**src/rtl/async_fifo_rd_arb_if.sv**
```systemverilog
// Handshake bundle between the read arbiter and its FIFO read ports / downstream sink.
interface async_fifo_rd_arb_if #(
    parameter int NUM_SRC = 4,
    parameter int DAT_BIT = 32
);
    localparam int SRC_BIT = $clog2(NUM_SRC);

    logic [NUM_SRC-1:0]         rd_empty;
    logic [NUM_SRC*DAT_BIT-1:0] rd_data;
    logic [NUM_SRC-1:0]         rd_req;
    logic                       out_valid;
    logic                       out_ready;
    logic [DAT_BIT-1:0]         out_data;
    logic [SRC_BIT-1:0]         out_src;
    logic                       busy;

    modport slave (
        input  rd_empty, rd_data, out_ready,
        output rd_req, out_valid, out_data, out_src, busy
    );

    modport master (
        output rd_empty, rd_data, out_ready,
        input  rd_req, out_valid, out_data, out_src, busy
    );
endinterface

```
**src/rtl/async_fifo_rd_arb.sv**
```systemverilog
// Round-robin burst arbiter draining NUM_SRC FIFO read ports into one stream; ASYNC_FIFO_ARB_BURST_EN enables multi-word bursts.
// Latency: read accepted at cycle n, word enters the 2-entry output buffer at n+1, visible on out_* at n+2.
// Backpressure: reads are issued only while buffer occupancy plus in-flight reads stays below 2.
module async_fifo_rd_arb #(
    parameter int NUM_SRC   = 4,
    parameter int DAT_BIT   = 32,
    parameter int BURST_MAX = 8
) (
    input  logic                 rd_clk,
    input  logic                 rd_rst,
    async_fifo_rd_arb_if.slave   bus
);
    localparam int SRC_BIT = $clog2(NUM_SRC);
    localparam int CNT_BIT = $clog2(BURST_MAX + 1);
    localparam int ENT_BIT = SRC_BIT + DAT_BIT;

`ifdef ASYNC_FIFO_ARB_BURST_EN
    localparam logic [CNT_BIT-1:0] BURST_LIM = CNT_BIT'(BURST_MAX);
`else
    localparam logic [CNT_BIT-1:0] BURST_LIM = CNT_BIT'(1);
`endif

    typedef enum logic {IDLE, BURST} state_t;

    state_t              state_q;
    logic [SRC_BIT-1:0]  grant_q;
    logic [SRC_BIT-1:0]  last_grant_q;
    logic [SRC_BIT-1:0]  next_grant;
    logic [CNT_BIT-1:0]  burst_cnt_q;
    logic                inflight_q;
    logic [SRC_BIT-1:0]  inflight_src_q;

    logic [ENT_BIT-1:0]  buf_q [2];
    logic                wr_ptr_q;
    logic                rd_ptr_q;
    logic [1:0]          cnt_q;

    logic                pop;
    logic                credit;
    logic                any_ready;
    logic                accepted;
    logic [NUM_SRC-1:0]  rd_req;

    assign pop       = (cnt_q != 2'd0) && bus.out_ready;
    // A same-cycle pop frees its slot before the new read is counted.
    assign credit    = (({1'b0, cnt_q} + {2'b00, inflight_q}) - {2'b00, pop}) < 3'd2;
    assign any_ready = |(~bus.rd_empty);

    always_comb begin
        next_grant = last_grant_q;
        for (int k = NUM_SRC; k >= 1; k--) begin
            int                 t;
            logic [SRC_BIT-1:0] idx;
            t = int'(last_grant_q) + k;
            if (t >= NUM_SRC) begin
                t = t - NUM_SRC;
            end
            idx = SRC_BIT'(t);
            if (!bus.rd_empty[idx]) begin
                next_grant = idx;
            end
        end
    end

    always_comb begin
        rd_req = '0;
        if (state_q == BURST && credit && !bus.rd_empty[grant_q]) begin
            rd_req[grant_q] = 1'b1;
        end
    end

    assign accepted   = |(rd_req & ~bus.rd_empty);
    assign bus.rd_req = rd_req;
    assign bus.busy   = (state_q == BURST) || inflight_q;

    always_ff @(posedge rd_clk) begin
        if (rd_rst) begin
            state_q        <= IDLE;
            grant_q        <= '0;
            last_grant_q   <= SRC_BIT'(NUM_SRC - 1);
            burst_cnt_q    <= '0;
            inflight_q     <= 1'b0;
            inflight_src_q <= '0;
        end else begin
            inflight_q     <= accepted;
            inflight_src_q <= grant_q;
            case (state_q)
                IDLE: begin
                    if (any_ready && credit) begin
                        grant_q     <= next_grant;
                        burst_cnt_q <= '0;
                        state_q     <= BURST;
                    end
                end
                BURST: begin
                    if (accepted) begin
                        burst_cnt_q <= burst_cnt_q + CNT_BIT'(1);
                        if ((burst_cnt_q + CNT_BIT'(1)) == BURST_LIM) begin
                            state_q      <= IDLE;
                            last_grant_q <= grant_q;
                        end
                    end else if (bus.rd_empty[grant_q]) begin
                        state_q      <= IDLE;
                        last_grant_q <= grant_q;
                    end
                end
                default: state_q <= IDLE;
            endcase
        end
    end

    // Output buffer; credit accounting guarantees a free slot whenever a word lands.
    always_ff @(posedge rd_clk) begin
        if (rd_rst) begin
            buf_q[0] <= '0;
            buf_q[1] <= '0;
            wr_ptr_q <= 1'b0;
            rd_ptr_q <= 1'b0;
            cnt_q    <= 2'd0;
        end else begin
            if (inflight_q) begin
                buf_q[wr_ptr_q] <= {inflight_src_q, bus.rd_data[inflight_src_q*DAT_BIT +: DAT_BIT]};
                wr_ptr_q        <= ~wr_ptr_q;
            end
            if (pop) begin
                rd_ptr_q <= ~rd_ptr_q;
            end
            cnt_q <= (cnt_q + {1'b0, inflight_q}) - {1'b0, pop};
        end
    end

    assign bus.out_valid = (cnt_q != 2'd0);
    assign bus.out_data  = buf_q[rd_ptr_q][DAT_BIT-1:0];
    assign bus.out_src   = buf_q[rd_ptr_q][ENT_BIT-1 -: SRC_BIT];

endmodule
```
**src/flat_wrapper.sv**
```systemverilog
// flat-port wrapper written by rule: the top's interface ports become plain ports
module async_fifo_rd_arb_flat 
#(
    parameter int NUM_SRC   = 4,
    parameter int DAT_BIT   = 32,
    parameter int BURST_MAX = 8
)
  (rd_clk, rd_rst, bus_rd_empty, bus_rd_data, bus_out_ready, bus_rd_req, bus_out_valid, bus_out_data, bus_out_src, bus_busy);
  async_fifo_rd_arb_if #(.NUM_SRC(NUM_SRC), .DAT_BIT(DAT_BIT)) bus_i ();
  input  logic rd_clk;
  input  logic rd_rst;
  input wire logic [$bits(bus_i.rd_empty)-1:0] bus_rd_empty;
  input wire logic [$bits(bus_i.rd_data)-1:0] bus_rd_data;
  input wire logic [$bits(bus_i.out_ready)-1:0] bus_out_ready;
  output wire logic [$bits(bus_i.rd_req)-1:0] bus_rd_req;
  output wire logic [$bits(bus_i.out_valid)-1:0] bus_out_valid;
  output wire logic [$bits(bus_i.out_data)-1:0] bus_out_data;
  output wire logic [$bits(bus_i.out_src)-1:0] bus_out_src;
  output wire logic [$bits(bus_i.busy)-1:0] bus_busy;
  assign bus_i.rd_empty = bus_rd_empty;
  assign bus_i.rd_data = bus_rd_data;
  assign bus_i.out_ready = bus_out_ready;
  assign bus_rd_req = bus_i.rd_req;
  assign bus_out_valid = bus_i.out_valid;
  assign bus_out_data = bus_i.out_data;
  assign bus_out_src = bus_i.out_src;
  assign bus_busy = bus_i.busy;
  async_fifo_rd_arb #(.NUM_SRC(NUM_SRC), .DAT_BIT(DAT_BIT), .BURST_MAX(BURST_MAX)) u_core (.rd_clk(rd_clk), .rd_rst(rd_rst), .bus(bus_i));
endmodule
```
**config.mk**
```make
export PLATFORM = sky130hd
export DESIGN_NAME = async_fifo_rd_arb_flat
export DESIGN_NICKNAME = d
export VERILOG_FILES = /design/src/rtl/async_fifo_rd_arb_if.sv /design/src/rtl/async_fifo_rd_arb.sv /design/src/flat_wrapper.sv
export SDC_FILE = /design/constraint.sdc
export NUM_CORES = 1
export LEC_CHECK = 0
export BUFFER_PORTS_ARGS = -buffer_cell sky130_fd_sc_hd__buf_2
export CORE_MARGIN = 4
export CORE_UTILIZATION = 40
export DETAILED_ROUTE_END_ITERATION = 8
export GPL_TIMING_DRIVEN = 0
export PLACE_DENSITY = 0.67
export RECOVER_POWER = 25
export SKIP_CTS_REPAIR_TIMING = 1
export SYNTH_ARGS = -nofsm -noshare
export SYNTH_HDL_FRONTEND = slang
export SYNTH_SLANG_ARGS = --single-unit
```
**constraint.sdc**
```tcl
create_clock -name rd_clk -period 3.9 [get_ports rd_clk]
set_clock_uncertainty 0.15 [all_clocks]
set_input_delay 0.39 -clock rd_clk [delete_from_list [all_inputs] [get_ports rd_clk]]
set_output_delay 0.39 -clock rd_clk [all_outputs]
set_load 0.05 [all_outputs]
```
# Yosys cells after proc, flatten, opt, wreduce, memory -nomap -nowiden
# Memories as Yosys holds them, arrays and structs flattened. A register that Yosys moved wholly into a read port is not among the register bits.
# Cells that the tools add are included.
[op_classes]
addsub = 13
n_lt_le_gt_ge = 11
eq_ne = 4
n_shift = 1
mux = 42
n_bitwise = 5
reduce_logical = 15
[op_table]
columns = ["operator", "count"]
rows = [
  ["128-bit by 8-bit indexed part select with 32-bit output", 1],
  ["34-bit two-way mux", 1],
  ["34-bit OR reduction", 1],
  ["2-bit two-way mux", 11],
  ["1-bit two-way mux", 19],
  ["2-bit by 3-bit less-than comparator with 1-bit output, second input constant", 5],
  ["4-bit two-way mux", 3],
  ["1-bit binary-select mux with 2-bit select", 5],
  ["3-bit >= comparator, second input constant", 3],
  ["4-bit case mux with 2 select lines", 1],
  ["4-bit OR reduction", 2],
  ["2-bit by 1-bit subtractor with 2-bit output, second input constant", 4],
  ["2-bit by 2-bit adder with 3-bit output, second input constant", 2],
  ["1-bit logical AND", 5],
  ["2-bit by 3-bit adder with 4-bit output, second input constant", 1],
  ["4-bit by 1-bit adder with 4-bit output, second input constant", 1],
  ["4-bit bitwise AND", 1],
  ["4-bit by 1-bit equality test with 1-bit output, second input constant", 1],
  ["4-bit by 3-bit >= comparator with 1-bit output, second input constant", 1],
  ["2-bit inequality test, second input constant", 2],
  ["4-bit NOT", 1],
  ["2-bit AND reduction", 2],
  ["2-bit nonzero test", 2],
  ["2-bit by 1-bit adder with 3-bit output", 1],
  ["13 further kinds", 15],
]
[totals]
reg_bits = 16
mem_bits_rw = 68
in_bits = 135
out_inout_bits = 40
elab_cells = 101
n_memories = 1
[memory_table]
columns = ["memory", "words", "width", "rd", "rd_ports_with_merged_regs", "write_ports", "line_no", "rtl"]
rows = [
  ["u_core.buf_q", 2, 34, 1, 1, 2, "async_fifo_rd_arb.sv:33", "logic [ENT_BIT-1:0] buf_q [2];"],
]

# Depth between registers and ports, before layout
[depth]
word_depth = 11
ltp_mapped = 11
mapped_depth_nobuf = 11

# Least setup slack after synthesis
# No wires, ideal clock.
[synth_timing]
kind = "flip-flop to output port"
start = "register u_core.cnt_q[1]"
end = "output bus_rd_req[1]"
t_arrival_ps = 3553
required_time_ps = 3360
path_slack_ps = -193
path_stages_with_launch = 11
path_buffers = 0
cell_sequence = "dfxtp_1 > or2_2 > and2_1 > ha_1 > inv_1 > ha_1 > inv_1 > fa_1 > xnor2_4 > nand4b_4 > nor3b_1"
[synth_via]
elab_chain_cells = 7
word_cells_on_any_way = 8
classes_between = "2 x add/sub; 1 x order compare; 1 x mux; 4 x reduce/logical"
[synth_rtl]
columns = ["element", "line_no", "rtl"]
rows = [
  ["start: declaration", "async_fifo_rd_arb.sv:36", "logic [1:0] cnt_q;"],
  ["start signal: assignment", "async_fifo_rd_arb.sv:128", "cnt_q <= (cnt_q + {1'b0, inflight_q}) - {1'b0, pop};"],
  ["2-bit nonzero test", "--", ""],
  ["net bus_out_valid", "flat_wrapper.sv:16", "output wire logic [$bits(bus_i.out_valid)-1:0] bus_out_valid;"],
  ["1-bit logical AND", "async_fifo_rd_arb.sv:44", "assign pop = (cnt_q != 2'd0) && bus.out_ready;"],
  ["net u_core.pop", "async_fifo_rd_arb.sv:38", "logic pop;"],
  ["3-bit by 1-bit subtractor with 3-bit output", "async_fifo_rd_arb.sv:46", "assign credit = (({1'b0, cnt_q} + {2'b00, inflight_q}) - {2'b00, pop}) < 3'd2;"],
  ["3-bit by 2-bit less-than comparator with 1-bit output", "async_fifo_rd_arb.sv:46", ""],
  ["1-bit logical AND (2 in a row)", "async_fifo_rd_arb.sv:67", "if (state_q == BURST && credit && !bus.rd_empty[grant_q]) begin"],
  ["4-bit two-way mux", "async_fifo_rd_arb.sv:67", ""],
  ["end: declaration", "flat_wrapper.sv:15", "output wire logic [$bits(bus_i.rd_req)-1:0] bus_rd_req;"],
]
# The timed path passes the listed nets, and every way through them passes these cells.

# Worst setup path after layout
[layout_timing]
start = "register u_core.cnt_q[1]"
end = "output bus_rd_req[1]"
[layout_via]
elab_chain_cells = 7
word_cells_on_any_way = 8
classes_between = "2 x add/sub; 1 x order compare; 1 x mux; 4 x reduce/logical"
[layout_rtl]
columns = ["element", "line_no"]
rows = [
  ["2-bit nonzero test", "async_fifo_rd_arb.sv:44"],
  ["1-bit logical AND", "async_fifo_rd_arb.sv:44"],
  ["net u_core.pop", "async_fifo_rd_arb.sv:38"],
  ["3-bit by 1-bit subtractor with 3-bit output", "async_fifo_rd_arb.sv:46"],
  ["3-bit by 2-bit less-than comparator with 1-bit output", "async_fifo_rd_arb.sv:46"],
  ["1-bit logical AND (2 in a row)", "async_fifo_rd_arb.sv:67"],
  ["4-bit two-way mux", "async_fifo_rd_arb.sv:67"],
]
# The timed path passes the listed nets, and every way through them passes these cells.

==> results.yml <==
timing:
  rsz0062_at_grt: "false"
  max_freq_mhz: 271
  maxSlewViolCount: 14
  fin_hold_ws_ns: 0.304
  min_period_over_period_pct: 94.7
  setup_viol: 0
  fin_crit_ns: 3.69
  tns_ns: 0
  worst_pin_slew_ns: 1.56
  max_slew_margin_pct: -4.05
  hold_viol_final: 0
synthesis:
  synth_edf_count: 68
  synth_seq_cells: 85
  syn-num-nets: 459
  ys_seq_area_share_pct: 52.0
  netlist_instances: 319
  yosysWarnings: 0
  ys_types: 42
  ys_async_sr_fraction_pct: 0
  syn_avg_cell_area_sq_um: 14.4
  ys.flop_type: "edfxtp_1"
  syn_area_sq_um: 4580
run:
  max-cap-violations: 1
route:
  wirelength_mm: 10.5
  route.detailed.drc: 0
  drt_first_pass_iters: 4
  vias_per_cell: 5.00
  wl_per_cell_um: 16.1
  ant_nets: 0
  vias: 3255
  drtIter0Drc: 76
clocking:
  worst_skew_pair.late_latency_ns: 0.33
  clk_pin_slew_ns: 0.06
  clock_path_buffers: 2
  numCtsBuffers: 9
  htreeDepth: 3
  cts_root_buffer: "clkbuf_16"
  numClockSinks: 85
  cts_tree: "done"
floorplan:
  die_w_um: 115
  start_util_pct: 41.5
  boundaryPins: 175
  core_sq_um: 11000
  dieArea_sq_um: 13200
  die_h_um: 115
  rows: 38
worst_setup_path:
  required_ns: 3.36
  path_class: "reg2out"
  crit_buf_inv: 3
  cp.arrival_ns: 3.15
  crit_path_start_kind: "flop"
  slowest_delay_ns: 0.44
  path_max_fanout: 8
  crit_family: "simple AND/OR/NAND/NOR gates"
  slowest_stage: "fa_1"
  crit_path_end_kind: "output pin"
  crit_chain: "or2_2 > and2_1 > ha_1 > inv_1 > ha_1 > inv_1 > fa_1 > xnor2_4 > nand4b_4 > nor3b_2 > buf_2"
placement:
  portBuffers: 174
  hpwlAfterDp_mm: 8.10
  gp_congestion: 0.782
global_route:
  grt_pass1_vias: 3437
  grt_max_degree: 25
  antenna_found_initial: 0
  track_usage_pct: 16.1
  gr-total-overflow: 0
  grt_first_pass_wirelength_mm: 16.2
run_status:
  violations: "capacitance limit, slew limit"
  status: "complete, but fails checks"
cells_and_area:
  drive_gt1_share_pct: 52.6
  final_common_cell: "buf_2"
  area_growth_syn_to_layout_pct: 29.9
  final_cell_mix: "buf_2, edfxtp_1, nor2b_1"
  diodes: 0
  fin_nets: 646
power_and_ir_drop:
  cellPowerDensity_nw_per_um2: 588
  power_leakage_nw: 2.44
  irDropWorstVdd_v: 0.000418
min_path:
  hp-class: "in2reg"
==> logic make-up (layout without fill, tap and decap cells) <==
kind of cell	count (synthesis)	count (layout)	share of synthesized area [%]
AND/OR/NAND/NOR	112	112	14.9
buffers and inverters	29	221	2.62
multiplexers	70	70	25.3
flip-flops	85	85	52.0
adder cells (fa/ha/maj)	5	5	1.53
XOR/XNOR	4	4	1.18
AO/OA/AOI/OAI	14	14	2.43
==> routing by layer <==
layer / up-vias / global-route usage, % / part of all wire, %
li1: 1574 / - / -
met1: 1569 / 19.0 / 40
met2: 102 / 29.0 / 52
met3: 10 / 4.05 / 6.8
met4: 0 / 4.23 / 0.99
met5: - / 0 / 0
==> cell type report <==
type                       count  area [sq um]
inverter                       8          30.0
multi-input combinational    205          2090
buffer                        21          88.8
sequential                    85          2380
clock inverter                 4          21.3
fill                         969          5080
timing repair buffer         176           901
clock buffer                  12           256
tap                          140           175
==> worst register-to-register path, delay by kind of cell (launching register included) <==
family	cells	cell delay (ns)
fa+ha+maj	3	0.86
buf+inv	2	0.10
xor+xnor	1	0.23
flops	1	0.39
compound gates	1	0.33
simple gates	4	1.08
==> sequential cells by signal, indices dropped and copies added, names as in the netlist, named ones only <==
signal	flops
u_core.wr_ptr_q	1
u_core.inflight_src_q	2
u_core.grant_q	2
u_core.burst_cnt_q	4
u_core.state_q	1
u_core.last_grant_q	2
u_core.buf_q	68
u_core.cnt_q	2
u_core.rd_ptr_q	1
u_core.inflight_q	1
==> synthesized netlist by cell type (all sizes together), types with 2 or more instances <==
cell    instances  area share, %
a21oi           2           0.22
a221o           2           0.44
and2           35            4.8
buf             6           0.74
clkbuf         15            1.2
dfxtp          17            7.4
edfxtp         68             45
ha              4            1.1
inv             8           0.66
mux2           35            8.6
mux2i           2           0.44
mux4           33             16
nand2           4           0.33
nand3           3           0.33
nand4b          2           0.71
nor2           14            1.2
nor2b          38            5.2
nor3            3           0.33
nor3b           2           0.33
nor4            3           0.41
o21ai           2           0.22
o21bai          2           0.33
or2             2           0.27
xnor2           4            1.2
==> per-stage QoR <==
stage | worst slack (ns) | total power, W | util, % | cell area, sq um | instances
after CTS | 0.162 | 0.00356 | 54.2 | 5980 | 651
after global routing | 0.0274 | 0.00370 | 53.9 | 5950 | 651
after detailed placement | 0.549 | 0.00277 | 51.7 | 5700 | 635
final | 0.207 | 0.00350 | 53.9 | 5950 | 651
after global placement | 0.173 | 0.00273 | 51.1 | 5640 | 633
after floorplan | 0.281 | 0.00239 | - | 4590 | 319
==> report_power, final <==
group	leakage, nW	switching, W	total [W]	internal [W]
logic	1.45	0.000929	0.00155	0.000616
clock network	0.143	0.000316	0.000779	0.000463
registers	0.843	0.0000677	0.00117	0.00111
total	2.44	0.00131	0.00350	0.00218
==> path summary, 6_finish.rpt <==
kind / startpoint / endpoint / slack (ns) / cells after the start
setup reg to reg: u_core.cnt_q[1]$_SDFF_PP0_ / u_core.burst_cnt_q[3]$_SDFFE_PP0P_ / 0.65 / 11
hold / removal: rd_rst / u_core.inflight_q$_SDFF_PP0_ / 0.30 / 2
setup / recovery: u_core.cnt_q[1]$_SDFF_PP0_ / bus_rd_req[1] / 0.21 / 11
hold reg to reg: u_core.rd_ptr_q$_SDFFE_PP0P_ / u_core.rd_ptr_q$_SDFFE_PP0P_ / 0.37 / 2
No activity file was read; power rests on OpenSTA's default activity.
